**src/rtl/vga_timing_pkg.sv**
```systemverilog
// Shared raster constants and timing helpers for the VGA timing generator.
// Defaults describe 640x480 at 60 Hz.
package vga_timing_pkg;

  localparam int unsigned POS_W     = 10;
  localparam int unsigned MAX_TOTAL = 1024;

  localparam int unsigned DEF_H_ACTIVE = 640;
  localparam int unsigned DEF_H_FP     = 16;
  localparam int unsigned DEF_H_SYNC   = 96;
  localparam int unsigned DEF_H_BP     = 48;
  localparam int unsigned DEF_V_ACTIVE = 480;
  localparam int unsigned DEF_V_FP     = 10;
  localparam int unsigned DEF_V_SYNC   = 2;
  localparam int unsigned DEF_V_BP     = 33;

  // Sync window on one axis: asserted for start <= pos < stop.
  typedef struct packed {
    int unsigned start;
    int unsigned stop;
  } sync_window_t;

  function automatic int unsigned axis_total(input int unsigned active,
                                             input int unsigned fp,
                                             input int unsigned sync,
                                             input int unsigned bp);
    return active + fp + sync + bp;
  endfunction

  function automatic sync_window_t sync_window(input int unsigned active,
                                               input int unsigned fp,
                                               input int unsigned sync);
    sync_window_t w;
    w.start = active + fp;
    w.stop  = active + fp + sync;
    return w;
  endfunction

endpackage

```
**src/rtl/vga_axis_counter.sv**
```systemverilog
// One raster axis: wrapping position counter with registered active/sync
// decode computed from the next position so flags never lag the count.
module vga_axis_counter
  import vga_timing_pkg::*;
#(
  parameter int unsigned ACTIVE = DEF_H_ACTIVE,
  parameter int unsigned FP     = DEF_H_FP,
  parameter int unsigned SYNC   = DEF_H_SYNC,
  parameter int unsigned BP     = DEF_H_BP,
  parameter logic        POL    = 1'b0
) (
  input  logic             clk,
  input  logic             rst_n,
  input  logic             step,
  output logic [POS_W-1:0] pos,
  output logic             active,
  output logic             sync,
  output logic             wrap
);

  localparam int unsigned  TOTAL = axis_total(ACTIVE, FP, SYNC, BP);
  localparam sync_window_t SW    = sync_window(ACTIVE, FP, SYNC);

  localparam logic [POS_W-1:0] LAST       = POS_W'(TOTAL - 1);
  localparam logic [POS_W-1:0] ACT_END    = POS_W'(ACTIVE);
  localparam logic [POS_W-1:0] SYNC_START = POS_W'(SW.start);
  localparam logic [POS_W-1:0] SYNC_STOP  = POS_W'(SW.stop);

  if (TOTAL > MAX_TOTAL || TOTAL < 2) begin : g_bad_total
    $error("vga_axis_counter: axis total %0d outside 2..%0d", TOTAL, MAX_TOTAL);
  end

  logic [POS_W-1:0] pos_next;

  always_comb begin
    wrap     = (pos == LAST);
    pos_next = wrap ? '0 : pos + POS_W'(1);
  end

  always_ff @(posedge clk or negedge rst_n) begin
    if (!rst_n) begin
      pos    <= LAST;
      active <= 1'b0;
      sync   <= ~POL;
    end else if (step) begin
      pos    <= pos_next;
      active <= (pos_next < ACT_END);
      sync   <= (pos_next >= SYNC_START && pos_next < SYNC_STOP) ? POL : ~POL;
    end
  end

endmodule

```
**src/rtl/vga_timing_gen.sv**
```systemverilog
// Raster timing generator: horizontal/vertical axis counters plus line and
// frame pulses and a wrapping frame counter.
module vga_timing_gen
  import vga_timing_pkg::*;
#(
  parameter int unsigned H_ACTIVE  = DEF_H_ACTIVE,
  parameter int unsigned H_FP      = DEF_H_FP,
  parameter int unsigned H_SYNC    = DEF_H_SYNC,
  parameter int unsigned H_BP      = DEF_H_BP,
  parameter int unsigned V_ACTIVE  = DEF_V_ACTIVE,
  parameter int unsigned V_FP      = DEF_V_FP,
  parameter int unsigned V_SYNC    = DEF_V_SYNC,
  parameter int unsigned V_BP      = DEF_V_BP,
  parameter logic        HSYNC_POL = 1'b0,
  parameter logic        VSYNC_POL = 1'b0
) (
  input  logic             clk,
  input  logic             rst_n,
  input  logic             clk_en,
  output logic [POS_W-1:0] hpos,
  output logic [POS_W-1:0] vpos,
  output logic             de,
  output logic             hsync,
  output logic             vsync,
  output logic             line_start,
  output logic             frame_start,
  output logic [7:0]       frame_count
);

  logic h_active, h_wrap;
  logic v_active, v_wrap;
  logic v_step;

  assign v_step = clk_en & h_wrap;

  vga_axis_counter #(
    .ACTIVE (H_ACTIVE),
    .FP     (H_FP),
    .SYNC   (H_SYNC),
    .BP     (H_BP),
    .POL    (HSYNC_POL)
  ) u_h_axis (
    .clk    (clk),
    .rst_n  (rst_n),
    .step   (clk_en),
    .pos    (hpos),
    .active (h_active),
    .sync   (hsync),
    .wrap   (h_wrap)
  );

  vga_axis_counter #(
    .ACTIVE (V_ACTIVE),
    .FP     (V_FP),
    .SYNC   (V_SYNC),
    .BP     (V_BP),
    .POL    (VSYNC_POL)
  ) u_v_axis (
    .clk    (clk),
    .rst_n  (rst_n),
    .step   (v_step),
    .pos    (vpos),
    .active (v_active),
    .sync   (vsync),
    .wrap   (v_wrap)
  );

  // Both flags are flops updated in the same cycle as the counters.
  assign de = h_active & v_active;

  // The strobe that wraps hpos is the one that lands on column 0.
  always_ff @(posedge clk or negedge rst_n) begin
    if (!rst_n) begin
      line_start  <= 1'b0;
      frame_start <= 1'b0;
      frame_count <= '0;
    end else begin
      line_start  <= v_step;
      frame_start <= v_step & v_wrap;
      if (v_step && v_wrap) begin
        frame_count <= frame_count + 8'd1;
      end
    end
  end

endmodule
```
**config.mk**
```make
export PLATFORM = sky130hd
export DESIGN_NAME = vga_timing_gen
export DESIGN_NICKNAME = d
export VERILOG_FILES = /design/src/rtl/vga_timing_pkg.sv /design/src/rtl/vga_axis_counter.sv /design/src/rtl/vga_timing_gen.sv
export SDC_FILE = /design/constraint.sdc
export NUM_CORES = 1
export LEC_CHECK = 0
export BUFFER_PORTS_ARGS = -buffer_cell sky130_fd_sc_hd__clkbuf_2
export CAP_MARGIN = 40
export CELL_PAD_IN_SITES_DETAIL_PLACEMENT = 1
export CELL_PAD_IN_SITES_GLOBAL_PLACEMENT = 1
export CORE_ASPECT_RATIO = 0.6
export CORE_MARGIN = 4
export CORE_UTILIZATION = 25
export CTS_BUF_LIST = sky130_fd_sc_hd__clkbuf_8
export DETAILED_ROUTE_END_ITERATION = 12
export PLACE_DENSITY = 0.6
export SYNTH_ARGS = -nofsm -noshare
export SYNTH_HDL_FRONTEND = slang
export SYNTH_HIERARCHICAL = 1
export SYNTH_SLANG_ARGS = --single-unit
```
**constraint.sdc**
```tcl
create_clock -name clk -period 2.5 [get_ports clk]
set_input_delay 0.75 -clock clk [delete_from_list [all_inputs] [get_ports clk]]
set_output_delay 0.75 -clock clk [all_outputs]
set_load 0.005 [all_outputs]
```
==> results.yml, run 1 <==
yosys:
  syn_inst: 197
  synth-edff-count: 0
  synth_top_area_frac: 0.277
  synth_top_family_by_area: "simple AND/OR/NAND/NOR gates"
  ys_seq_area_frac: 0.436
  ys_seq_elements: 34
  synth_xor_area_frac: 0.0706
  syn-mean-instance-area_um2: 10.1
  yosys.area_share.adder: 0.0315
  yosys-top-cells-area: "dfrtp_1, dfstp_2, xnor2_1, nand2_1, ha_1"
  synth_mux_area_frac: 0.0158
  syn-cell-area_mm2: 0.00199
  synth_fp_nets: 205
  synth_top_area_cell: "dfrtp_1"
  synth-async-reset-ratio: 1.00
  synth-compound-area-share: 0.131
  synthSimpleGateAreaFrac: 0.263
  yosys_warnings: 6
  ys_types: 57
  synthFlopType: "dfrtp_1"
status:
  status: "finished, final reports clean"
drt:
  routed_via_density: 4.73
  firstDrtPassIters: 4
  wl_per_cell_um: 15.4
  drt-initial-drc-count: 85
  vias: 1619
  route.detailed.drc: 0
  ant_nets: 0
  wl_mm: 5.27
global_routing:
  grt-ovfl-total: 0
  met3_usage: 0.0390
  grt_busiest_layer: "met1"
  grt_pass1_wl_mm: 8.89
  antenna_found_initial: 0
  grt_start_max_net_pins: 23
  grt_use_met1: 0.191
  grt_pass1_vias: 1654
  globalRouteMet2Util: 0.147
  grt_util_all_layers: 0.118
power_and_ir_drop:
  switching_share: 0.350
  p_leak_nw: 1.09
  net-switching-power_mw: 0.642
  power.share.sequential: 0.476
  combPwrFrac: 0.260
  p_int_mw: 1.19
  pwr_density_cell_mw_per_mm2: 768
  pwr-share-clk: 0.263
  vdd_drop_max_mv: 0.188
place:
  gp_congestion: 0.935
  place_area_mm2: 0.00227
  dp.cells: 334
  dp_hpwl_mm: 4.07
  io_buffers: 35
setup_path:
  startpoint: "u_h_axis/pos[0]"
  crit_required_ns: 2.69
  crit_path_end_kind: "flip-flop"
  startpoint_type: "flip-flop"
  path_max_fanout: 21
  crit_type: "flip-flop to flip-flop"
  r2r_cells: 8
  arrival_ns: 2.46
  r2r_start: "u_h_axis/pos[0]"
timing:
  clock.fmax_mhz: 442
  hold_viol: 0
  clock_skew_ns: 0.00670
  slew_headroom: 0.632
  rsz0062_at_grt: "no"
  post-route-period-util: 0.904
  drv_slew: 0
  fin_setup_tns_ns: 0
  setup_violations: 0
  tightest_slew_ns: 0.552
  period_minus_slack_ns: 2.26
floorplan:
  fp.coreArea_mm2: 0.00748
  die_y_um: 77.0
  io-pin-count: 36
  fp.dieArea_mm2: 0.00948
  initial_utilization: 0.266
  die_x_um: 123
  std_cell_rows: 24
final_layout:
  area_growth_pct: 20.1
  final_nets: 245
  nFillCells: 869
  drive_above_1_share: 0.319
  fin_cells: 342
  design_area_mm2: 0.00238
  n_antenna_cell: 0
clock_network:
  cts_hold_buf: 0
  cts_made_buffers: 5
  clkSinkCount: 34
  clk_pin_slew_ns: 0.07
  ctsHtreeMaxLevel: 2
  cts_max_path_buffers: 2
  worstSkewPairLatency_ns: 0.28
  root_buffer: "clkbuf_8"
  post_cts_resized: 0
  cts_tree: "done"
  post-cts-setup-buffer-count: 0
hold_path:
  hp-class: "input port to asynchronous set/reset pin"
job:
  drv_cap: 0
-- per-stage QoR --
| stage | hold slack, ns | util | worst slack, ns | total power, mW |
|---|---|---|---|---|
| 3_5_place_dp | 0.473 | 0.304 | 0.228 | 1.36 |
| 3_3_place_gp | 0.487 | 0.304 | 0.362 | 1.36 |
| 2_1_floorplan | 0.454 | - | 0.313 | 1.15 |
| 6_report | 0.444 | 0.319 | 0.239 | 1.83 |
| 5_1_grt | 0.483 | 0.319 | 0.0685 | 1.97 |
| 4_1_cts | 0.454 | 0.319 | 0.220 | 1.86 |
-- synthesized netlist by cell type (all sizes together) (3+ instances only) --
master and number:
ha 5, o21ai 15, dfrtp 22, nor3b 3, dfstp 12, buf 5, nor3 6, a21oi 4
and3 6, xor2 3, inv 9, nor2 11, nand2 21, clkbuf 3, xnor2 13, nand4 10
nand3 10
-- placed cells by master, fill, tap and decap left out, drive strengths merged, types with 3 or more instances in the layout --
cell     n
nand3   10
clkbuf  43
nor3b    3
and3     6
o21ai   15
a21oi    4
buf      6
ha       5
dfstp   12
xnor2   13
nor3     6
inv      9
nand4   10
nand2   21
nor2    11
xor2     3
dfrtp   22
-- path summary, 6_finish.rpt --
check / end / slack [ns]
worst max-delay path: u_v_axis/sync / 0.24
worst min-delay path: frame_count[5] / 0.44
worst max register to register: u_v_axis/sync / 0.24
worst min register to register: frame_count[7] / 0.49
max in group asynchronous: u_v_axis/pos[9] / 1.45
min in group clk: frame_count[7] / 0.49
-- registers in the layout, indices dropped and copies added (netlist names) --
register,cells
u_v_axis/pos,10
line_start,1
u_h_axis/pos,10
u_v_axis/sync,1
u_v_axis/active,1
u_h_axis/sync,1
frame_count,8
u_h_axis/active,1
frame_start,1
-- kinds of logic (layout without fill, tap and decap cells) --
logic type      after synthesis  in the layout
simple gates                 83             83
compound gates               38             38
flops                        34             34
buf+inv                      18             59
xor+xnor                     16             16
fa+ha+maj                     5              5
mux                           3              3
-- layout make-up --
| class | count | area [µm²] | share of cell area |
|---|---|---|---|
| Tap cell | 104 | 130 | 0.0546 |
| Sequential cell | 34 | 866 | 0.363 |
| Multi-Input combinational cell | 145 | 1020 | 0.426 |
| Inverter | 10 | 42.5 | 0.0178 |
| Clock buffer | 8 | 110 | 0.0462 |
| Timing Repair Buffer | 41 | 220 | 0.0923 |
-- power groups by stage --
stage                     clock network, mW  logic [mW]  registers, mW
after global placement                    0       0.475          0.886
after CTS                             0.509       0.483          0.872
after floorplan                           0       0.334          0.813
after detailed placement                  0       0.480          0.881
after global routing                  0.534       0.532          0.900
final                                 0.482       0.477          0.873
-- worst max-delay path, stage by stage, from the launching register on --
cell and delay [ns]:
dfstp_2 0.61, ha_1 0.25, and4_1 0.26, and4bb_1 0.29
and2_1 0.15, buf_4 0.22, nand2_1 0.10, a211oi_1 0.19
a31oi_1 0.11
-- layer usage --
metal | wire, µm | part of all wire | up-vias
met1 | 2960 | 0.56 | 776
met5 | 0 | 0 | -
li1 | - | - | 795
met2 | 1910 | 0.36 | 44
met3 | 355 | 0.067 | 4
met4 | 40 | 0.0076 | 0
Note: power is estimated with default switching activity, not from simulation.
==> run 2, diff against run 1 <==
Settings changed: REMOVE_ABC_BUFFERS set to 1.
==> results.yml, run 2 (synthesized netlist as in run 1, its figures left out) <==
setup_path:
  path_max_fanout: 21
  crit_path_end_kind: "flip-flop"
  startpoint_type: "flip-flop"
  crit_type: "flip-flop to flip-flop"
  arrival_ns: 2.50
  crit_required_ns: 2.70
drt:
  dr_wl_met3_um: 197
  top_layer: "met4"
  firstDrtPassIters: 4
  wl_per_cell_um: 15.9
  drt-initial-drc-count: 42
  vias: 1615
  ant_nets: 0
  routed_via_density: 4.74
  route.detailed.drc: 0
  route.met2.wl_mm: 2.05
  wl_mm: 5.41
  wl_met1_mm: 3.14
clock_network:
  post_cts_resized: 0
  clk_pin_slew_ns: 0.07
  ctsHtreeMaxLevel: 2
  worstSkewPairLatency_ns: 0.28
  cts_made_buffers: 5
  root_buffer: "clkbuf_8"
  post-cts-setup-buffer-count: 0
  cts_tree: "done"
  clkSinkCount: 34
  cts_hold_buf: 0
  cts_max_path_buffers: 2
final_layout:
  n_antenna_cell: 0
  drive_above_1_share: 0.312
  utilization: 0.315
  final_nets: 244
  final_cell_mix: "clkbuf_2, dfrtp_1, nand2_1"
  area_growth_pct: 18.8
  layout_commonest_cell: "clkbuf_2"
  reg_top3: "u_h_axis/pos (10), u_v_axis/pos (10), frame_count (8)"
place:
  io_buffers: 35
  dp_hpwl_mm: 4.05
  dp_worst_setup_slack_ns: 0.217
  gp_congestion: 0.756
power_and_ir_drop:
  combPwrFrac: 0.271
  pwr-share-clk: 0.237
  net-switching-power_mw: 0.643
  p_int_mw: 1.13
  power_mw: 1.77
  vdd_drop_max_mv: 0.266
  pwr_density_cell_mw_per_mm2: 752
  power.share.sequential: 0.492
  switching_share: 0.363
  p_leak_nw: 1.08
global_routing:
  antenna_found_initial: 0
  grt_pass1_wl_mm: 8.81
  grt_start_max_net_pins: 35
  grt_pass1_vias: 1657
  grt_util_all_layers: 0.116
  grt-ovfl-total: 0
timing:
  fin_setup_tns_ns: 0
  rsz0062_at_grt: "no"
  clock.fmax_mhz: 435
  drv_slew: 0
  period_minus_slack_ns: 2.30
  clock_skew_ns: 0.00417
  slew_headroom: 0.695
  holdWs_ns: 0.495
  worst_slack_ns: 0.199
  post-route-period-util: 0.921
  hold_viol: 0
  setup_violations: 0
  tightest_slew_ns: 0.457
job:
  drv_cap: 0
floorplan:
  fp.coreArea_mm2: 0.00748
  io-pin-count: 36
  initial_utilization: 0.266
  std_cell_rows: 24
  die_x_um: 123
  fp.dieArea_mm2: 0.00948
  die_y_um: 77.0
hold_path:
  hp-class: "flip-flop to flip-flop"
status:
  status: "finished, final reports clean"
==> run 2: cell types whose count changed in the layout (fill, tap and decap cells not counted), sizes merged <==
cell and change:
clkbuf -2, clkinv +1, inv +1, buf -1
==> run 2: area by class of cell <==
class / instances / area (µm²)
fillers: 874 / 5120
repair buffers: 40 / 213
flip-flops and latches: 34 / 866
clock buffers: 6 / 82.6
inverters: 10 / 42.5
well taps: 104 / 130
clock inverters: 2 / 8.76
multi-input cells: 145 / 1020
==> run 2: per-stage QoR <==
stage                     std cells  area (µm²)
final                           341        2360
after global routing            341        2360
after detailed placement        333        2270
after global placement          333        2270
after CTS                       341        2360
after floorplan                 189        1920
==> run 2: worst max-delay path: stages (launching register included) <==
cell      delay (ns)
dfstp_2         0.62
ha_1            0.25
and4_1          0.26
and4bb_1        0.27
and2_1          0.14
buf_4           0.23
nand2_1         0.10
a211oi_1        0.23
a31oi_1         0.12
==> run 2: power by group through the flow <==
stage | clock (mW) | combinational (mW) | sequential (mW)
2_1_floorplan | 0 | 0.283 | 0.838
3_3_place_gp | 0 | 0.476 | 0.877
3_5_place_dp | 0 | 0.482 | 0.878
4_1_cts | 0.436 | 0.485 | 0.869
5_1_grt | 0.464 | 0.532 | 0.896
6_report | 0.421 | 0.480 | 0.872
==> run 2: worst paths after layout <==
kind	endpoint	slack [ns]	cells after the start	start
min in group asynchronous	u_h_axis/pos[7]	0.50	2	rst_n
min reg2reg	u_v_axis/sync	0.49	2	u_v_axis/sync
max	u_v_axis/sync	0.20	8	u_h_axis/pos[0]
max reg2reg	u_v_axis/sync	0.20	8	u_h_axis/pos[0]
max in group asynchronous	u_v_axis/pos[2]	1.64	2	rst_n
min	u_v_axis/sync	0.49	2	u_v_axis/sync
==> run 2: per-layer routing <==
metal,global-route usage,vias up
met5,0,-
met4,0.0166,0
met3,0.0324,2
met2,0.151,27
met1,0.187,791
li1,-,795
==> run 3, diff against run 2 <==
Settings changed: CORE_UTILIZATION 25 to 44, PLACE_DENSITY 0.6 to 0.9.
==> results.yml, run 3 (synthesized netlist as in run 1, its figures left out) <==
status:
  status: "finished, final reports clean"
final_layout:
  reg_top3: "u_h_axis/pos (10), u_v_axis/pos (10), frame_count (8)"
  area_growth_pct: 16.4
  n_antenna_cell: 0
  final_nets: 242
  drive_above_1_share: 0.311
  final_cell_mix: "clkbuf_2, dfrtp_1, nand2_1"
  multi_input_area_mm2: 0.00102
  design_area_mm2: 0.00231
  layout_commonest_cell: "clkbuf_2"
  fin_cells: 295
  utilization: 0.546
  nFillCells: 512
  regArea_um2: 866
power_and_ir_drop:
  p_leak_nw: 1.07
  vdd_drop_max_mv: 0.466
  pwr_density_cell_mw_per_mm2: 768
  power_mw: 1.78
timing:
  setup_violations: 0
  rsz0062_at_grt: "no"
  clock.fmax_mhz: 432
  slew_headroom: 0.722
  fin_setup_tns_ns: 0
  drv_slew: 0
  period_minus_slack_ns: 2.31
  clock_skew_ns: 0.00393
  post-route-period-util: 0.925
  tightest_slew_ns: 0.417
  hold_viol: 0
place:
  place_area_mm2: 0.00222
  gp_congestion: 0.801
  io_buffers: 35
  dp_hpwl_mm: 3.69
  dp.cells: 287
drt:
  firstDrtPassIters: 4
  ant_nets: 0
  wl_per_cell_um: 17.3
  drt-initial-drc-count: 85
  wl_mm: 5.11
  vias: 1678
  routed_via_density: 5.69
  route.detailed.drc: 0
hold_path:
  hp-class: "input port to asynchronous set/reset pin"
clock_network:
  cts_hold_buf: 0
  cts_max_path_buffers: 2
  cts_tree: "done"
  cts_made_buffers: 5
  post_cts_resized: 0
  root_buffer: "clkbuf_8"
  post-cts-setup-buffer-count: 0
  clk_pin_slew_ns: 0.07
  worstSkewPairLatency_ns: 0.29
  clkSinkCount: 34
  ctsHtreeMaxLevel: 2
setup_path:
  path_max_fanout: 21
  crit_cells: 8
  rrSetupSlack_ns: 0.19
  path_cells: "ha_1 > and4_1 > and4bb_1 > and2_1 > buf_4 > nand2_1 > a211oi_1 > a31oi_1"
  r2r_cells: 8
  critPathBufInv: 1
  crit_path_end_kind: "flip-flop"
  cp_slowest_stage_delay_ns: 0.61
  startpoint: "u_h_axis/pos[0]"
  crit_required_ns: 2.70
  crit_slowest_cell: "dfstp_2"
  r2r_start: "u_h_axis/pos[0]"
  cp_top_family: "simple AND/OR/NAND/NOR gates"
  startpoint_type: "flip-flop"
  crit_type: "flip-flop to flip-flop"
  arrival_ns: 2.51
  r2r_end: "u_v_axis/sync"
  worstSetupEndpoint: "u_v_axis/sync"
floorplan:
  std_cell_rows: 18
  io-pin-count: 36
  die_y_um: 60.0
  fp.dieArea_mm2: 0.00569
  die_x_um: 94.7
  initial_utilization: 0.469
  fp.coreArea_mm2: 0.00423
global_routing:
  grt_start_max_net_pins: 22
  antenna_found_initial: 0
  grt_pass1_vias: 1619
  grt_pass1_wl_mm: 8.32
  grt_util_all_layers: 0.194
  grt-ovfl-total: 0
job:
  drv_cap: 0
## run 3: changes by cell type in the layout (fill, tap and decap cells not counted), sizes merged
cell and change:
buf -2, clkinvlp +1, inv -1
## run 3: how the worst min path moves through the flow
stage | cells past startpoint | from | end | slack (ns)
global placement | 1 | frame_count[7] | frame_count[7] | 0.48
CTS | 1 | rst_n | frame_count[4] | 0.39
detailed placement | 1 | frame_count[7] | frame_count[7] | 0.48
finish | 1 | rst_n | u_h_axis/pos[7] | 0.39
global route | 1 | rst_n | frame_count[4] | 0.40
floorplan | 0 | rst_n | frame_count[0] | 0.45
## run 3: area by class of cell
type	instances	area share
clock buffer	6	0.0357
timing repair buffer	38	0.0942
multi-input combinational	145	0.439
inverter	10	0.0184
tap	60	0.0325
sequential	34	0.374
clock inverter	2	0.00541
## run 3: per-stage QoR
| step | worst slack, ns | hold WS, ns |
|---|---|---|
| after floorplan | 0.249 | 0.454 |
| after global placement | 0.423 | 0.476 |
| after detailed placement | 0.220 | 0.477 |
| after CTS | 0.208 | 0.388 |
| after global routing | 0.00524 | 0.397 |
| final | 0.187 | 0.388 |
## run 3: per-layer routing
layer,up-vias,GRT usage,routed length [µm]
met5,-,0,0
met4,0,0.0616,54
met3,6,0.0478,249
met2,49,0.280,2180
met1,833,0.284,2620
li1,790,-,-
## run 3: worst register-to-register path, cell delays in order, from the launching register on
cell	delay [ns]
dfstp_2	0.61
ha_1	0.26
and4_1	0.25
and4bb_1	0.26
and2_1	0.15
buf_4	0.23
nand2_1	0.10
a211oi_1	0.24
a31oi_1	0.13
## run 3: power by group
| group | internal, mW | switching [mW] | total (mW) | leakage [nW] |
|---|---|---|---|---|
| combinational | 0.220 | 0.262 | 0.482 | 0.614 |
| sequential | 0.694 | 0.175 | 0.869 | 0.410 |
| clock | 0.221 | 0.204 | 0.425 | 0.0472 |
| total | 1.14 | 0.641 | 1.78 | 1.07 |
